**config.mk**
```make
export PLATFORM = sky130hd
export DESIGN_NAME = queue_ctrl_flat
export DESIGN_NICKNAME = d
export VERILOG_FILES = /design/src/rtl/queue_ctrl_pkg.sv /design/src/rtl/queue_ctrl_if.sv /design/src/rtl/queue_serializer.sv /design/src/rtl/queue_ctrl.sv /design/src/flat_wrapper.sv
export SDC_FILE = /design/constraint.sdc
export NUM_CORES = 1
export LEC_CHECK = 0
export ABC_AREA = 1
export CORE_MARGIN = 2
export CORE_UTILIZATION = 50
export DETAILED_ROUTE_END_ITERATION = 12
export HOLD_SLACK_MARGIN = 0.02
export MAX_ROUTING_LAYER = met4
export PLACE_DENSITY = 0.76
export RECOVER_POWER = 25
export SLEW_MARGIN = 20
export SYNTH_ARGS = -nofsm -noshare
export SYNTH_HDL_FRONTEND = slang
export SYNTH_HIERARCHICAL = 1
export SYNTH_SLANG_ARGS = --single-unit
```
**constraint.sdc**
```tcl
create_clock -name clock -period 3.3 [get_ports clock]
set_input_delay 0.66 -clock clock [delete_from_list [all_inputs] [get_ports clock]]
set_output_delay 0.66 -clock clock [all_outputs]
set_load 0.005 [all_outputs]
```
**src/rtl/queue_ctrl_pkg.sv**
```systemverilog
// Shared types and constants for the serial word queue controller.
//
// Contents:
//   DATA_W_DEF  default word width (bits per serial word)
//   PAR_BITS    extra serial bits per output burst (1 with parity, else 0)
//   in_state_t  input (assembly) FSM states
//   out_state_t output (serialization) FSM states
//
// Optional feature macro: QUEUE_CTRL_PARITY_EN (adds an even-parity bit
// to the end of every output burst).
package queue_ctrl_pkg;

  localparam int DATA_W_DEF = 8;

`ifdef QUEUE_CTRL_PARITY_EN
  localparam int PAR_BITS = 1;
`else
  localparam int PAR_BITS = 0;
`endif

  typedef enum logic {
    COLLECT    = 1'b0,
    WORD_READY = 1'b1
  } in_state_t;

  typedef enum logic [1:0] {
    IDLE  = 2'd0,
    POP   = 2'd1,
    LOAD  = 2'd2,
    SHIFT = 2'd3
  } out_state_t;

endpackage

```
**src/rtl/queue_ctrl_if.sv**
```systemverilog
// Bundle of the serial pins and FIFO-side signals of queue_ctrl.
//
// Strobe semantics (all signals synchronous to the controller clock):
//   write_in, enqueue_in, dequeue_in are single-cycle command pulses that
//   are sampled on one rising edge; there is no back-pressure handshake,
//   a command the controller cannot service is dropped and answered with a
//   one-cycle err_out pulse. fifo_push / fifo_pop are single-cycle strobes
//   to a synchronous FIFO; fifo_rdata is expected one cycle after fifo_pop.
//
// Modports:
//   master - the pin/FIFO environment (drives commands, FIFO flags, rdata)
//   slave  - the controller (drives status, serial output, FIFO strobes,
//            and the two FSM debug state outputs)
interface queue_ctrl_if #(
  parameter int DATA_W = queue_ctrl_pkg::DATA_W_DEF
);
  import queue_ctrl_pkg::*;

  logic              data_in;
  logic              write_in;
  logic              enqueue_in;
  logic              dequeue_in;
  logic              status_out;
  logic              data_out;
  logic              data_valid_out;
  logic              err_out;
  logic              fifo_full;
  logic              fifo_empty;
  logic              fifo_push;
  logic [DATA_W-1:0] fifo_wdata;
  logic              fifo_pop;
  logic [DATA_W-1:0] fifo_rdata;
  in_state_t         in_state;
  out_state_t        out_state;

  modport master (
    output data_in, write_in, enqueue_in, dequeue_in,
    output fifo_full, fifo_empty, fifo_rdata,
    input  status_out, data_out, data_valid_out, err_out,
    input  fifo_push, fifo_wdata, fifo_pop,
    input  in_state, out_state
  );

  modport slave (
    input  data_in, write_in, enqueue_in, dequeue_in,
    input  fifo_full, fifo_empty, fifo_rdata,
    output status_out, data_out, data_valid_out, err_out,
    output fifo_push, fifo_wdata, fifo_pop,
    output in_state, out_state
  );

endinterface

```
**src/rtl/queue_serializer.sv**
```systemverilog
// Parallel-load, MSB-first serializer for one queue word.
//
// Ports:
//   clock, rst      clock and asynchronous active-low reset
//   load            capture din and start a burst on the next cycle
//   din             word to serialize
//   busy            a burst is in progress
//   last            current cycle carries the final bit of the burst
//   data_out        serial bit (0 when idle)
//   data_valid_out  data_out is valid this cycle
//
// With QUEUE_CTRL_PARITY_EN defined the burst is DATA_W+1 bits, the final
// bit being the XOR of the word (even parity); otherwise DATA_W bits.
module queue_serializer
  import queue_ctrl_pkg::*;
#(
  parameter int DATA_W = DATA_W_DEF,
  parameter int CNT_W  = $clog2(DATA_W + 1)
) (
  input  logic              clock,
  input  logic              rst,
  input  logic              load,
  input  logic [DATA_W-1:0] din,
  output logic              busy,
  output logic              last,
  output logic              data_out,
  output logic              data_valid_out
);

  localparam int SW = DATA_W + PAR_BITS;

  logic [SW-1:0]    sh;
  logic [SW-1:0]    load_val;
  logic [CNT_W-1:0] cnt;
  logic             busy_r;

  // The parity bit simply rides along as the LSB of the shift register.
`ifdef QUEUE_CTRL_PARITY_EN
  assign load_val = {din, ^din};
`else
  assign load_val = din;
`endif

  always_ff @(posedge clock or negedge rst) begin
    if (!rst) begin
      sh     <= '0;
      cnt    <= '0;
      busy_r <= 1'b0;
    end else if (load) begin
      sh     <= load_val;
      cnt    <= '0;
      busy_r <= 1'b1;
    end else if (busy_r) begin
      sh  <= {sh[SW-2:0], 1'b0};
      cnt <= cnt + 1'b1;
      if (cnt == CNT_W'(SW - 1)) busy_r <= 1'b0;
    end
  end

  assign busy           = busy_r;
  assign last           = busy_r && (cnt == CNT_W'(SW - 1));
  assign data_out       = busy_r & sh[SW-1];
  assign data_valid_out = busy_r;

endmodule

```
**src/rtl/queue_ctrl.sv**
```systemverilog
// Sequencing controller between the serial TOP pins and an external
// synchronous word FIFO.
//
// Input path : assembles DATA_W serial bits (first bit -> MSB) and pushes
//              the finished word on enqueue_in.
// Output path: on dequeue_in pops one word and re-serializes it MSB-first;
//              the first valid bit appears 3 cycles after dequeue_in.
//
// Ports:
//   clock  system clock
//   rst    asynchronous active-low reset
//   bus    queue_ctrl_if.slave (serial pins, FIFO strobes/flags, debug
//          FSM states in_state / out_state)
//
// Optional feature macro: QUEUE_CTRL_PARITY_EN (one even-parity bit is
// appended to every output burst by queue_serializer).
module queue_ctrl
  import queue_ctrl_pkg::*;
#(
  parameter int DATA_W = DATA_W_DEF
) (
  input  logic          clock,
  input  logic          rst,
  queue_ctrl_if.slave   bus
);

  localparam int CNT_W = $clog2(DATA_W + 1);

  // Input path state
  in_state_t         in_state;
  logic [CNT_W-1:0]  bit_cnt;
  logic [DATA_W-1:0] word_sr;
  logic              status_r;
  logic              push_r;
  logic [DATA_W-1:0] wdata_r;

  // Output path state
  out_state_t        out_state;
  logic              pop_r;
  logic              err_r;

  // Serializer hookup
  logic              ser_load;
  logic              ser_busy;
  logic              ser_last;
  logic              ser_data;
  logic              ser_valid;

  // Command rejection, evaluated against the current FSM states.
  logic              in_err;
  logic              out_err;

  always_comb begin
    in_err  = 1'b0;
    out_err = 1'b0;
    if (bus.write_in && (in_state != COLLECT))
      in_err = 1'b1;
    if (bus.enqueue_in && ((in_state == COLLECT) || bus.fifo_full))
      in_err = 1'b1;
    if (bus.dequeue_in && ((out_state != IDLE) || bus.fifo_empty))
      out_err = 1'b1;
  end

  // Input FSM: COLLECT shifts bits in, WORD_READY waits for enqueue_in.
  // status_out is registered to track the state the FSM is entering.
  always_ff @(posedge clock or negedge rst) begin
    if (!rst) begin
      in_state <= COLLECT;
      bit_cnt  <= '0;
      word_sr  <= '0;
      status_r <= 1'b0;
      push_r   <= 1'b0;
      wdata_r  <= '0;
    end else begin
      push_r <= 1'b0;
      case (in_state)
        COLLECT: begin
          status_r <= 1'b1;
          if (bus.write_in) begin
            word_sr <= {word_sr[DATA_W-2:0], bus.data_in};
            bit_cnt <= bit_cnt + 1'b1;
            if (bit_cnt == CNT_W'(DATA_W - 1)) begin
              in_state <= WORD_READY;
              status_r <= 1'b0;
            end
          end
        end
        WORD_READY: begin
          // A full FIFO leaves the word in place for a later retry.
          if (bus.enqueue_in && !bus.fifo_full) begin
            push_r   <= 1'b1;
            wdata_r  <= word_sr;
            bit_cnt  <= '0;
            in_state <= COLLECT;
            status_r <= 1'b1;
          end
        end
        default: in_state <= COLLECT;
      endcase
    end
  end

  // Output FSM: POP issues the FIFO read, LOAD captures fifo_rdata into
  // the serializer, SHIFT lasts for the serializer burst.
  always_ff @(posedge clock or negedge rst) begin
    if (!rst) begin
      out_state <= IDLE;
      pop_r     <= 1'b0;
    end else begin
      pop_r <= 1'b0;
      case (out_state)
        IDLE: begin
          if (bus.dequeue_in && !bus.fifo_empty) begin
            out_state <= POP;
            pop_r     <= 1'b1;
          end
        end
        POP:   out_state <= LOAD;
        LOAD:  out_state <= SHIFT;
        SHIFT: if (ser_last || !ser_busy) out_state <= IDLE;
        default: out_state <= IDLE;
      endcase
    end
  end

  // Both paths feed one registered flag, so simultaneous rejects still
  // produce a single one-cycle pulse.
  always_ff @(posedge clock or negedge rst) begin
    if (!rst) err_r <= 1'b0;
    else      err_r <= in_err | out_err;
  end

  assign ser_load = (out_state == LOAD);

  queue_serializer #(
    .DATA_W (DATA_W),
    .CNT_W  (CNT_W)
  ) u_ser (
    .clock          (clock),
    .rst            (rst),
    .load           (ser_load),
    .din            (bus.fifo_rdata),
    .busy           (ser_busy),
    .last           (ser_last),
    .data_out       (ser_data),
    .data_valid_out (ser_valid)
  );

  assign bus.status_out     = status_r;
  assign bus.fifo_push      = push_r;
  assign bus.fifo_wdata     = wdata_r;
  assign bus.fifo_pop       = pop_r;
  assign bus.err_out        = err_r;
  assign bus.data_out       = ser_data;
  assign bus.data_valid_out = ser_valid;
  assign bus.in_state       = in_state;
  assign bus.out_state      = out_state;

endmodule

```
**src/flat_wrapper.sv**
```systemverilog
// flat-port wrapper written by rule: the top's interface ports become plain ports
module queue_ctrl_flat import queue_ctrl_pkg::*;
#(
  parameter int DATA_W = DATA_W_DEF
)
  (clock, rst, bus_data_in, bus_write_in, bus_enqueue_in, bus_dequeue_in, bus_fifo_full, bus_fifo_empty, bus_fifo_rdata, bus_status_out, bus_data_out, bus_data_valid_out, bus_err_out, bus_fifo_push, bus_fifo_wdata, bus_fifo_pop, bus_in_state, bus_out_state);
  queue_ctrl_if #(.DATA_W(DATA_W)) bus_i ();
  input  logic clock;
  input  logic rst;
  input wire logic [$bits(bus_i.data_in)-1:0] bus_data_in;
  input wire logic [$bits(bus_i.write_in)-1:0] bus_write_in;
  input wire logic [$bits(bus_i.enqueue_in)-1:0] bus_enqueue_in;
  input wire logic [$bits(bus_i.dequeue_in)-1:0] bus_dequeue_in;
  input wire logic [$bits(bus_i.fifo_full)-1:0] bus_fifo_full;
  input wire logic [$bits(bus_i.fifo_empty)-1:0] bus_fifo_empty;
  input wire logic [$bits(bus_i.fifo_rdata)-1:0] bus_fifo_rdata;
  output wire logic [$bits(bus_i.status_out)-1:0] bus_status_out;
  output wire logic [$bits(bus_i.data_out)-1:0] bus_data_out;
  output wire logic [$bits(bus_i.data_valid_out)-1:0] bus_data_valid_out;
  output wire logic [$bits(bus_i.err_out)-1:0] bus_err_out;
  output wire logic [$bits(bus_i.fifo_push)-1:0] bus_fifo_push;
  output wire logic [$bits(bus_i.fifo_wdata)-1:0] bus_fifo_wdata;
  output wire logic [$bits(bus_i.fifo_pop)-1:0] bus_fifo_pop;
  output wire logic [$bits(bus_i.in_state)-1:0] bus_in_state;
  output wire logic [$bits(bus_i.out_state)-1:0] bus_out_state;
  assign bus_i.data_in = bus_data_in;
  assign bus_i.write_in = bus_write_in;
  assign bus_i.enqueue_in = bus_enqueue_in;
  assign bus_i.dequeue_in = bus_dequeue_in;
  assign bus_i.fifo_full = bus_fifo_full;
  assign bus_i.fifo_empty = bus_fifo_empty;
  assign bus_i.fifo_rdata = bus_fifo_rdata;
  assign bus_status_out = bus_i.status_out;
  assign bus_data_out = bus_i.data_out;
  assign bus_data_valid_out = bus_i.data_valid_out;
  assign bus_err_out = bus_i.err_out;
  assign bus_fifo_push = bus_i.fifo_push;
  assign bus_fifo_wdata = bus_i.fifo_wdata;
  assign bus_fifo_pop = bus_i.fifo_pop;
  assign bus_in_state = bus_i.in_state;
  assign bus_out_state = bus_i.out_state;
  queue_ctrl #(.DATA_W(DATA_W)) u_core (.clock(clock), .rst(rst), .bus(bus_i));
endmodule
```
# [Word-level counts from Yosys, hierarchy flattened]
# Cells that the tools add are included.
[totals] register_bits=40 inputBits=16 out_inout_bits=17 elab_cells=73
[op_classes] addsub=2 n_eq_ne=9 mux=28 bitwise=3 reduce_logical=19
[op_table] operator="2-to-1 mux 1 bit" count=16
[op_table] operator="2-to-1 mux 4 bit" count=4
[op_table] operator="2-to-1 mux 8 bit" count=2
[op_table] operator="adder 4 x 1 -> 4 bit (second input constant)" count=2
[op_table] operator="== test 4 x 3 -> 1 bit (second input constant)" count=2
[op_table] operator="case mux 2 bit (4 select lines)" count=1
[op_table] operator="case mux 4 bit (2 select lines)" count=1
[op_table] operator="AND reduction 2 bit" count=4
[op_table] operator="logical AND 1 bit" count=6
[op_table] operator="== test 2 bit (second input constant)" count=2
[op_table] operator="2-to-1 mux 2 bit" count=2
[op_table] operator="!= test 2 x 1 -> 1 bit (second input constant)" count=2
[op_table] operator="!= test 2 bit (second input constant)" count=2
[op_table] operator="case mux 1 bit (2 select lines)" count=2
[op_table] operator="nonzero test 2 bit" count=2
[op_table] operator="logical NOT 1 bit" count=3
[op_table] operator="logical OR 1 bit" count=3
[op_table] operator="== test 2 x 1 -> 1 bit (second input constant)" count=1
[op_table] operator="logical NOT 2 bit" count=1
[op_table] operator="bitwise AND 1 bit" count=1
[op_table] operator="NOT 1 bit" count=1
[op_table] operator="bitwise OR 1 bit" count=1

# [Depth between registers and ports, before layout]
# Gate-level depths: netlist of the first run.
[logic_depth] word_depth=5 ltp_mapped=7 depth_no_buf=7

# [Cells and area by module]
# Netlist of the first run, hierarchy kept.
[by_module_without_submodules] mod="queue_ctrl" instances=1 cells_each=124 area_each_um2=1252.5 seq_area_each_um2=675.6
[by_module_without_submodules] mod="queue_serializer" instances=1 cells_each=71 area_each_um2=590.6 seq_area_each_um2=325.3

# [Least setup slack after synthesis of the first run]
# Ideal clock, no wire load.
[synth_path] path_type="in2reg" from="in bus_fifo_full" to="reg u_core.wdata_r[6] (netlist: u_core/bus.fifo_wdata[6])" setup_ps=118 arrival_ps=1128 slack_ps=2053 path_stages=5 path_cell_list="inv_1 nand3_4 buf_6 nand2_2 o21ai_2"
[synth_via] elab_chain_cells=3
[synth_rtl] element="start: declaration" line="flat_wrapper.sv:14" rtl="input wire logic [$bits(bus_i.fifo_full)-1:0] bus_fifo_full;"
[synth_rtl] element="logical NOT 1 bit" line="queue_ctrl.sv:90" rtl="if (bus.enqueue_in && !bus.fifo_full) begin"
[synth_rtl] element="logical AND 1 bit" line="queue_ctrl.sv:90"
[synth_rtl] element="AND reduction 2 bit (no source line)"
[synth_rtl] element="end signal: assignment" line="queue_ctrl.sv:92" rtl="wdata_r <= word_sr;"
[synth_rtl] element="end: declaration" line="queue_ctrl.sv:35" rtl="logic [DATA_W-1:0] wdata_r;"
# Every way passes these cells.
# A chain may end at the register's enable or synchronous reset.

==> impl_metrics.tcl, run 1 <==
set metrics [dict create \
    status "finished with violations" \
    violations "capacitance limit, slew limit" \
    synth_seq_cells 40 \
    yosys-mux-area-fraction_pct 0 \
    ctsHtreeMaxLevel 2 \
    die_y_um 64.7 \
    max_cap_viol_count 1 \
    powerDensity_nw_per_um2 870 \
    drive_gt1_share_pct 16.5 \
    diodes 0 \
    intPower_mw 1.27 \
    post-route-min-period_ps 2130 \
    cp-start-kind "input port" \
    path_buf_inv 1 \
    vdd_drop_max_mv 0.553 \
    worst_pin_slew_ps 2060 \
    seq_power_share_pct 41.8 \
    drt_wl_total_mm 3.10 \
    switching_share_pct 35.7 \
    grt_pass1_vias 1269 \
    drc 0 \
    grtUsageMet3_pct 5.73 \
    synth_area_um2 1840 \
    ant_nets 0 \
    post_cts_buffers 0 \
    cts.clk_slew.worst_paths_ps 70 \
    timing.rr.end "u_core/u_ser/cnt[1]" \
    power_leakage_nw 1.09 \
    synth-xor-area-share_pct 0 \
    setup_violations 0 \
    hold_viol 0 \
    gr-total-overflow 0 \
    cp_slowest_cell "clkbuf_1" \
    fmax_mhz 470 \
    rows 22 \
    vias_per_cell 4.78 \
    worstSetupStartpoint "rst" \
    crit_cells 1 \
    cts_resized 0 \
    critPathTopFamily "buffers and inverters" \
    cts_tree "yes" \
    r2r-start "u_core/bus.out_state[0]" \
    antenna_found_initial 0 \
    cp.arrival_ps 2120 \
    synthAdderAreaFrac_pct 3.39 \
    synth.distinct_cells 25 \
    routedWlPerCell_um 11.1 \
    total_power_mw 1.98 \
    synth_top_cell_by_area "dfrtp_1" \
    core_area_um2 3610 \
    grt_use_total_pct 17.8 \
    worst_clock_skew_ps 4.76 \
    gp_congestion 0.758 \
    cts_sinks 40 \
    die-area_um2 4190 \
    critical_path_class "in2async" \
    grt.busiest_layer "met2" \
    required_ps 3290 \
    synthTopCellsByArea "dfrtp_1 54%, nand2_1 12%, o21ai_2 6.7%" \
    crit_fanout 40 \
    ioPinCount 33 \
    final_common_cell "nand2_1" \
    initial_core_util_pct 51.1 \
    dr_total_vias 1335 \
    grt_pass1_wl_mm 5.44 \
    insertion_delay_ps 290 \
    synth_fp_nets 216 \
    chipWidth_um 64.7 \
    fin_crit_sh_pct 64.5 \
    synth_cells 195 \
    max-slew-margin-rel_pct -37.0 \
    root_buffer "clkbuf_8" \
    syn_avg_cell_area_um2 9.45 \
    rrSetupSlack_ps 1710 \
    synth_top_area_share_pct 54.3 \
    fin_setup_tns_ps 0 \
    yosysSeqAreaShare_pct 54.3 \
    p_comb_share_pct 38.9 \
    synth_compound_area_share_pct 10.3 \
    hpwlAfterDp_mm 2.11 \
    drtIter0Drc 51 \
    critPathMaxStageDelay_ps 1450 \
    reg2reg_depth 4 \
    power_frac_clock_pct 19.4 \
    synth_simple_gate_area_share_pct 24.8 \
    rsz0062_at_grt "false" \
    area_growth_syn_to_layout_pct 23.6 \
    final_cell_mix "58 x nand2_1, 40 x dfrtp_1, 30 x clkdlybuf4s50_1" \
    cts_made_buffers 5 \
    clockBufferDepth 2 \
    end_kind "asynchronous set/reset pin" \
    nets 251 \
    p_sw_mw 0.708 \
    ctsHoldBuffers 0 \
    yosysWarnings 6 \
    use_met1_pct 21.1 \
    grtUsageMet2_pct 27.6 \
    hold_class "reg2reg" \
    port_buffers 32 \
    crit_path_cell_trace "clkbuf_1" \
    grt_max_degree 41 \
    slew_violations 41 \
    firstDrtPassIters 5 \
    endpoint "u_core/bus.status_out" \
    synth_top_family_by_area "simple AND/OR/NAND/NOR gates" \
]
==> logic make-up after synthesis <==
group,count (synthesis)
buffers and inverters,26
adders and majority gates,5
DFF,40
and+or+nand+nor,98
AOI/OAI and AO/OA,26
==> power by group through the flow <==
| stage | Combinational, mW | Sequential, mW | Clock (mW) |
|---|---|---|---|
| after global placement | 0.762 | 0.831 | 0 |
| after floorplan | 0.531 | 0.817 | 0 |
| after detailed placement | 0.777 | 0.834 | 0 |
| after CTS | 0.781 | 0.827 | 0.401 |
| final | 0.771 | 0.828 | 0.384 |
| after global routing | 0.885 | 0.855 | 0.417 |
==> flip-flops by register name, summed over array words and instances (netlist names) <==
register               flops
u_core/u_ser/sh            8
u_core/bus.status_out      1
u_core/u_ser/busy          1
u_core/bus.fifo_push       1
u_core/bus.in_state        1
u_core/word_sr             8
u_core/bus.out_state       2
u_core/bit_cnt             4
u_core/bus.fifo_wdata      8
u_core/bus.fifo_pop        1
u_core/bus.err_out         1
u_core/u_ser/cnt           4
==> metrics by stage <==
step | instance area [um2] | hold slack, ps | std cells | util [%] | worst slack (ps)
floorplan | 1840 | 364 | 195 | - | 2050
global placement | 2170 | 462 | 271 | 60.2 | 1470
detailed placement | 2170 | 462 | 271 | 60.2 | 1410
CTS | 2280 | 482 | 279 | 63.2 | 1210
global route | 2280 | 505 | 279 | 63.2 | 701
finish | 2280 | 478 | 279 | 63.2 | 1170
==> worst register-to-register path, delay by kind of cell, from the launching register on <==
kind,cells,cell delay [ps]
compound gates,1,250
fa+ha+maj,1,500
buf+inv,1,90
flops,1,420
simple gates,1,210
==> worst min path at each step <==
stage	to	start	cells after the start	slack [ps]
floorplan	u_core/bit_cnt[0]	rst	0	360
global placement	u_core/u_ser/sh[0]	u_core/u_ser/sh[0]	2	460
detailed placement	u_core/u_ser/sh[3]	u_core/u_ser/sh[2]	2	460
CTS	u_core/u_ser/sh[3]	u_core/u_ser/sh[2]	2	480
global route	u_core/u_ser/sh[3]	u_core/u_ser/sh[2]	2	510
finish	u_core/u_ser/sh[3]	u_core/u_ser/sh[2]	2	480
==> Yosys cell counts, drive strengths merged <==
master	count
nand2	68
dfrtp	40
nor2	11
nor3	4
ha	5
buf	4
nand3b	1
nand3	13
o211ai	1
a21oi	2
a22o	1
o21ai	22
or2	1
inv	22
==> routing by layer <==
layer	wire length, um	share of wire [%]	vias up
met5	0	0	-
met4	59	1.9	0
met3	107	3.4	5
met2	1480	48	27
met1	1460	47	619
li1	-	-	684
==> layout make-up <==
cell class / count / area (um2)
multi-input cells: 129 / 708
fillers: 319 / 1330
repair buffers: 32 / 314
clock inverters: 2 / 35.0
flip-flops and latches: 40 / 1000
clock buffers: 6 / 72.6
inverters: 22 / 87.6
well taps: 48 / 60.1
(Power assumes the default switching activity.)
==> inputs of run 2 (changes only) <==
--- a/config.mk
+++ b/config.mk
@@ -7,11 +7,11 @@
 export LEC_CHECK = 0
 export ABC_AREA = 1
 export CORE_MARGIN = 2
-export CORE_UTILIZATION = 50
+export CORE_UTILIZATION = 46
 export DETAILED_ROUTE_END_ITERATION = 12
 export HOLD_SLACK_MARGIN = 0.02
 export MAX_ROUTING_LAYER = met4
-export PLACE_DENSITY = 0.76
+export PLACE_DENSITY = 0.74
 export RECOVER_POWER = 25
 export SLEW_MARGIN = 20
 export SYNTH_ARGS = -nofsm -noshare
==> constraint.sdc (replaced) <==
create_clock -name clock -period 1.8 [get_ports clock]
set_input_delay 0.36 -clock clock [delete_from_list [all_inputs] [get_ports clock]]
set_output_delay 0.36 -clock clock [all_outputs]
set_load 0.005 [all_outputs]
==> impl_metrics.tcl, run 2 (synthesized netlist as in run 1, its figures left out) <==
set metrics [dict create \
    status "finished clean" \
    firstDrtPassIters 4 \
    diodes 0 \
    max-slew-margin-rel_pct 36.5 \
    worstSetupStartpoint "u_core/u_ser/busy" \
    cts_sinks 40 \
    clockBufferDepth 2 \
    insertion_delay_ps 290 \
    grt_pass1_vias 1265 \
    drt_wl_total_mm 3.11 \
    fin_crit_sh_pct 94.9 \
    initial_core_util_pct 47.1 \
    worst_clock_skew_ps 3.60 \
    max_cap_viol_count 0 \
    dr_total_vias 1336 \
    ant_nets 0 \
    cp.arrival_ps 1350 \
    pre_cts_ws_ps 237 \
    final_common_cell "nand2_1" \
    final_cell_mix "58 x nand2_1, 39 x dfrtp_1, 31 x clkdlybuf4s50_1" \
    grt_use_total_pct 16.7 \
    slew_violations 0 \
    gr-total-overflow 0 \
    post_cts_buffers 0 \
    drive_gt1_share_pct 17.6 \
    ctsHoldBuffers 0 \
    nets 253 \
    post-route-min-period_ps 1710 \
    hpwlAfterDp_mm 2.25 \
    setup_violations 0 \
    grt_pass1_wl_mm 5.35 \
    ctsHtreeMaxLevel 2 \
    drtIter0Drc 98 \
    rows 23 \
    hold_class "in2async" \
    required_ps 1440 \
    area_growth_syn_to_layout_pct 23.6 \
    root_buffer "clkbuf_8" \
    cts_tree "yes" \
    rsz0062_at_grt "false" \
    port_buffers 32 \
    vdd_drop_max_mv 0.733 \
    crit_fanout 8 \
    cts.clk_slew.worst_paths_ps 70 \
    end_kind "primary output" \
    drc 0 \
    die_y_um 67.3 \
    hold_viol 0 \
    holdWs_ps 295 \
    die-area_um2 4530 \
    ioPinCount 33 \
    cts_made_buffers 5 \
    layout_setup_ws_ps 90.9 \
    powerDensity_nw_per_um2 1560 \
    fin_setup_tns_ps 0 \
    antenna_found_initial 0 \
    r2r-start "u_core/bus.out_state[0]" \
    power_leakage_nw 1.09 \
    grt_max_degree 41 \
    gp_congestion 0.789 \
    routedWlPerCell_um 11.0 \
    fmax_mhz 585 \
    critical_path_class "reg2out" \
    worst_pin_slew_ps 952 \
    chipWidth_um 67.3 \
    core_area_um2 3910 \
    vias_per_cell 4.72 \
    cp-start-kind "flop" \
]
-- run 2: cell count changes in the layout (fill, tap and decap cells not counted) --
cell	change
clkdlybuf4s50_1	+1
clkbuf_2	+1
bufinv_16	-1
clkinv_2	-1
clkbuf_8	+1
dlygate4sd3_1	-1
dfrtp_1	-1
dfrtp_2	+1
buf_2	+1
buf_4	+1
-- run 2: per-layer routing --
metal / wire length [um] / vias to the layer above / track usage [%] / share of wire (%)
met5: 0 / - / - / 0
met2: 1500 / 19 / 27.4 / 48
li1: - / 686 / - / -
met4: 76 / 0 / 9.18 / 2.4
met1: 1420 / 623 / 18.8 / 46
met3: 111 / 8 / 4.00 / 3.6
-- run 2: worst max-delay path, stage by stage, from the launching register on --
cell and delay [ps]:
dfrtp_2 450, nand2_1 80, inv_1 50, clkdlybuf4s50_1 480
-- run 2: final timing paths --
check / slack, ps / to / depth (start not counted)
setup / recovery: 90 / bus_data_out / 3
hold / removal: 300 / u_core/u_ser/sh[6] / 2
setup reg to reg: 350 / u_core/u_ser/cnt[1] / 4
hold reg to reg: 480 / u_core/word_sr[2] / 2
max in group asynchronous: 860 / u_core/u_ser/busy / 2
min in group clock: 480 / u_core/word_sr[2] / 2
-- run 2: layout make-up --
cell class,instances,area (um2)
sequential,40,1000
inverter,22,87.6
timing repair buffer,34,328
fill,361,1640
multi-input combinational,129,708
clock buffer,8,90.1
tap,50,62.6
-- run 2: where the power goes --
part | switching (mW) | total, mW | internal (mW)
Sequential | 0.257 | 1.52 | 1.27
Clock | 0.283 | 0.595 | 0.312
Combinational | 0.758 | 1.44 | 0.679
-- run 2: stage by stage --
step                      area, um2  std cells  total power [mW]  utilization [%]
after floorplan                1840        195              2.47                -
after global placement         2190        275              2.93             55.9
after detailed placement       2190        275              2.99             55.9
after CTS                      2280        283              3.60             58.3
after global routing           2280        283              3.86             58.2
final                          2280        283              3.55             58.2
-- run 2: repair_timing --
action,in CTS,in global routing
gates resized for setup,1,0
hold endpoints to repair,0,0
setup endpoints to repair,1,0
==> inputs of run 3 (changes only) <==
--- a/config.mk
+++ b/config.mk
@@ -6,7 +6,7 @@
 export NUM_CORES = 1
 export LEC_CHECK = 0
 export ABC_AREA = 1
-export CORE_MARGIN = 2
+export CORE_MARGIN = 3
 export CORE_UTILIZATION = 46
 export DETAILED_ROUTE_END_ITERATION = 12
 export HOLD_SLACK_MARGIN = 0.02
==> impl_metrics.tcl, run 3 (synthesized netlist as in run 1, its figures left out) <==
set metrics [dict create \
    status "finished clean" \
    antenna_found_initial 0 \
    hpwlAfterDp_mm 2.19 \
    rsz0062_at_grt "false" \
    rows 22 \
    nets 255 \
    drtIter0Drc 51 \
    die-area_um2 4800 \
    hold_viol 0 \
    slew_violations 0 \
    cp-start-kind "flop" \
    routedWlPerCell_um 10.7 \
    dp.cells 273 \
    clockBufferDepth 2 \
    diodes 0 \
    cts.clk_slew.worst_paths_ps 70 \
    cts_tree "yes" \
    fmax_mhz 591 \
    end_kind "primary output" \
    fin_crit_sh_pct 94.0 \
    vias_per_cell 4.73 \
    max-slew-margin-rel_pct 36.7 \
    gp_congestion 0.751 \
    root_buffer "clkbuf_8" \
    worst_clock_skew_ps 7.11 \
    dr_total_vias 1338 \
    ctsHtreeMaxLevel 2 \
    grt_use_total_pct 14.2 \
    worst_pin_slew_ps 949 \
    dpl_cell_area_um2 2190 \
    drt_wl_total_mm 3.02 \
    setup_violations 0 \
    chipWidth_um 69.3 \
    max_cap_viol_count 0 \
    cp.arrival_ps 1330 \
    power_leakage_nw 1.10 \
    vdd_drop_max_mv 0.761 \
    final_cell_mix "58 x nand2_1, 39 x dfrtp_1, 31 x clkdlybuf4s50_1" \
    drive_gt1_share_pct 18.3 \
    fin_setup_tns_ps 0 \
    cts_made_buffers 5 \
    required_ps 1440 \
    drc 0 \
    die_y_um 69.3 \
    powerDensity_nw_per_um2 1550 \
    grt_pass1_vias 1290 \
    gr-total-overflow 0 \
    core_area_um2 3770 \
    ant_nets 0 \
    finalInstanceArea_um2 2290 \
    critical_path_class "reg2out" \
    final_common_cell "nand2_1" \
    cts_sinks 40 \
    grt_max_degree 41 \
    worstSetupStartpoint "u_core/u_ser/busy" \
    firstDrtPassIters 4 \
    fin_cells 283 \
    layout_setup_ws_ps 108 \
    insertion_delay_ps 290 \
    pre_cts_ws_ps 250 \
    hold_class "in2async" \
    initial_core_util_pct 48.9 \
    ioPinCount 33 \
    grt_pass1_wl_mm 5.42 \
    crit_fanout 6 \
    r2r-start "u_core/bus.out_state[0]" \
    holdWs_ps 300 \
    port_buffers 32 \
    post-route-min-period_ps 1690 \
    area_growth_syn_to_layout_pct 24.3 \
]
[run 3: critical path: stages, from the launching register on]
cell and delay [ps]:
dfrtp_2 430, nand2_1 80, inv_1 50, clkdlybuf4s50_1 490
[run 3: timing repair]
| action | in CTS | in global routing |
|---|---|---|
| cloned | 0 | 0 |
| resized for setup | 1 | 0 |
| setup endpoints to repair | 1 | 1 |
| setup buffers | 0 | 2 |
| hold buffers | 0 | 0 |
[run 3: area by class of cell]
cell class                 instances  area, um2
fill                             324       1480
sequential                        40       1000
multi-input combinational        129        708
timing repair buffer              36        343
clock buffer                       8       90.1
inverter                          22       87.6
tap                               48       60.1
[run 3: where the power goes]
part | internal, mW | leakage (nW) | switching (mW) | total, mW
logic | 0.699 | 0.549 | 0.746 | 1.45
clock network | 0.312 | 0.0455 | 0.280 | 0.593
registers | 1.27 | 0.505 | 0.248 | 1.51
[run 3: metal layers]
layer | wire length [um] | vias to the layer above | track usage [%]
li1 | - | 693 | -
met4 | 30 | 0 | 4.56
met1 | 1490 | 620 | 19.0
met3 | 103 | 3 | 4.06
met5 | 0 | - | -
met2 | 1400 | 22 | 20.9
[run 3: final timing paths]
check                                      end  slack [ps]  cells past startpoint
max                               bus_data_out         110                      3
min                         u_core/u_ser/sh[0]         300                      2
max reg2reg                u_core/u_ser/cnt[1]         400                      4
min reg2reg                 u_core/u_ser/sh[0]         470                      2
max in group asynchronous    u_core/u_ser/busy         860                      2
min in group clock          u_core/u_ser/sh[0]         470                      2
[run 3: through the flow]
step | power [mW] | util [%]
global route | 3.88 | 60.7
CTS | 3.58 | 60.4
floorplan | 2.47 | -
finish | 3.55 | 60.7
global placement | 2.93 | 58.0
detailed placement | 2.96 | 58.0
==> patch, RTL diff (config.mk and constraints of run 2) <==
Reset style: synchronous (`rst`), changed in 4 clocked blocks. Comments in the files are not updated.
--- a/src/rtl/queue_serializer.sv
+++ b/src/rtl/queue_serializer.sv
@@ -42,5 +42,5 @@
 `endif
 
-  always_ff @(posedge clock or negedge rst) begin
+  always_ff @(posedge clock) begin
     if (!rst) begin
       sh     <= '0;
--- a/src/rtl/queue_ctrl.sv
+++ b/src/rtl/queue_ctrl.sv
@@ -64,5 +64,5 @@
   // Input FSM: COLLECT shifts bits in, WORD_READY waits for enqueue_in.
   // status_out is registered to track the state the FSM is entering.
-  always_ff @(posedge clock or negedge rst) begin
+  always_ff @(posedge clock) begin
     if (!rst) begin
       in_state <= COLLECT;
@@ -103,5 +103,5 @@
   // Output FSM: POP issues the FIFO read, LOAD captures fifo_rdata into
   // the serializer, SHIFT lasts for the serializer burst.
-  always_ff @(posedge clock or negedge rst) begin
+  always_ff @(posedge clock) begin
     if (!rst) begin
       out_state <= IDLE;
@@ -126,5 +126,5 @@
   // Both paths feed one registered flag, so simultaneous rejects still
   // produce a single one-cycle pulse.
-  always_ff @(posedge clock or negedge rst) begin
+  always_ff @(posedge clock) begin
     if (!rst) err_r <= 1'b0;
     else      err_r <= in_err | out_err;
Function: differs if rst is asserted again (counterexample within 4 cycles, from zero or initial values and one cycle with rst low); with rst held inactive, the same outputs for 10 cycles.
==> patch against run 2 <==
Design area decreased by 2.5%. Synthesized area decreased by 2.8%. Sequential cell count unchanged. Fmax increased by 1.9%. Worst setup slack improved by 0.032 ns. Wire length increased by 12%. Sequential share of layout area decreased by 7.9 points. Global-route usage increased by 1.3 points. Clock skew increased by 0.0033 ns. Critical endpoint is now u_core/u_ser/sh[1].
Power is not compared: it rests on default switching activity, and its combinational part moved more than twofold at a synthesized area within 25%.
==> patch: results (changes against run 2) <==
Synth
  – Seq/Total Area, Yosys: 44.7% (was 54.3%)
  – Area leader, netlist: dfxtp_1 (was dfrtp_1)
  – Syn nets: 255 (was 216)
  – Commonest cells in the netlist: dfxtp_1 (40), nand2_1 (39), nor2_1 (33) (was nand2_1 (58), dfrtp_1 (40), inv_1 (19))

Critical path
  – Reg2Reg Launch Point: u_core/bus.out_state[0] (unchanged)
  – Crit path max-delay family: adder cells (was buffers and inverters)
  – WP data arrival: 1.87 ns (was 1.35 ns)
  – Worst setup path endpoint: u_core/u_ser/sh[1] (was bus_data_out)
  – Critical path origin: u_core/bus.out_state[0] (was u_core/u_ser/busy)
  – Slowest cell on the critical path: ha_1 (was clkdlybuf4s50_1)
  – Reg-to-reg setup timing slack: 0.12 ns (was 0.35 ns)
  – Peak fanout along the critical path: 12 (was 8)
  – Max incr delay on CP: 0.52 ns (was 0.48 ns)
  – Worst R2R End: u_core/u_ser/sh[1] (was u_core/u_ser/cnt[1])

Routing
  – DRT iter0 DRCs: 151 (was 98)

Global route
  – Maximum number of pins on one net before global-route repair: 30 (was 41)
  – Global-route wire length before repair: 5.84 mm (was 5.35 mm)
  – Number of global-route vias before repair: 1382 (was 1265)
  – GRT Total Usage: 18.0% (was 16.7%)

Placement
  – Detailed Place HPWL: 2.40 mm (was 2.25 mm)
  – RePlAce Congestion: 0.766 (was 0.789)
  – Placed cell area: 0.00213 mm² (was 0.00219 mm²)

Final layout
  – Final #Nets: 287 (was 253)
  – Layout cells sized above 1: 9.77% (was 17.6%)
  – # fillers: 359 (was 361)

Timing
  – Min Hold Slack: 0.446 ns (was 0.295 ns)

CTS
  – Post-cts resize count: 0 (was 1)

Min path
  – Hold Path Class: reg -> reg (was in -> async)

Status
  – Status: completed (unchanged)
## patch: cell count changes after synthesis, sizes merged, moves of 2 or more
cell	change
a21oi	+15
buf	+3
nand2	-26
nor3	-3
inv	+7
o21ai	+3
dfxtp	+40
dfrtp	-40
nand3	+7
a21boi	+2
clkbuf	+3
nor2	+24
## patch: cell families after synthesis
kind of cell | Yosys count | share of synthesized area (%)
and+or+nand+nor | 103 | 26.6
AOI/OAI and AO/OA | 45 | 13.5
DFF | 40 | 44.7
buffers and inverters | 39 | 11.0
adders and majority gates | 6 | 4.19
## patch: cell type report
type	count	area [µm²]	area share, %
Sequential cell	40	801	36.1
Multi-Input combinational cell	154	791	35.6
Timing Repair Buffer	35	353	15.9
Inverter	29	109	4.90
Clock buffer	6	72.6	3.27
Tap cell	48	60.1	2.70
Clock inverter	2	35.0	1.58
## patch: power by group through the flow
| stage | clock (mW) | combinational (mW) | sequential, mW |
|---|---|---|---|
| finish | 0.721 | 0.658 | 1.08 |
| global route | 0.779 | 0.752 | 1.09 |
| CTS | 0.741 | 0.665 | 1.08 |
| detailed placement | 0 | 0.661 | 1.10 |
| global placement | 0 | 0.646 | 1.09 |
| floorplan | 0 | 0.480 | 1.10 |
## patch: routing by layer
layer	part of all wire, %	up-vias	track usage (%)
met4	2.2	0	9.18
met2	49	27	31.5
met5	0	-	-
met1	45	678	18.7
met3	4.2	8	4.26
li1	-	803	-
## patch: stage by stage
step | worst slack (ns) | instances | power (mW)
2_1_floorplan | 0.557 | 233 | 1.58
3_3_place_gp | 0.216 | 306 | 1.74
3_5_place_dp | 0.157 | 306 | 1.76
4_1_cts | 0.137 | 314 | 2.49
5_1_grt | 0.0167 | 314 | 2.62
6_report | 0.123 | 314 | 2.46
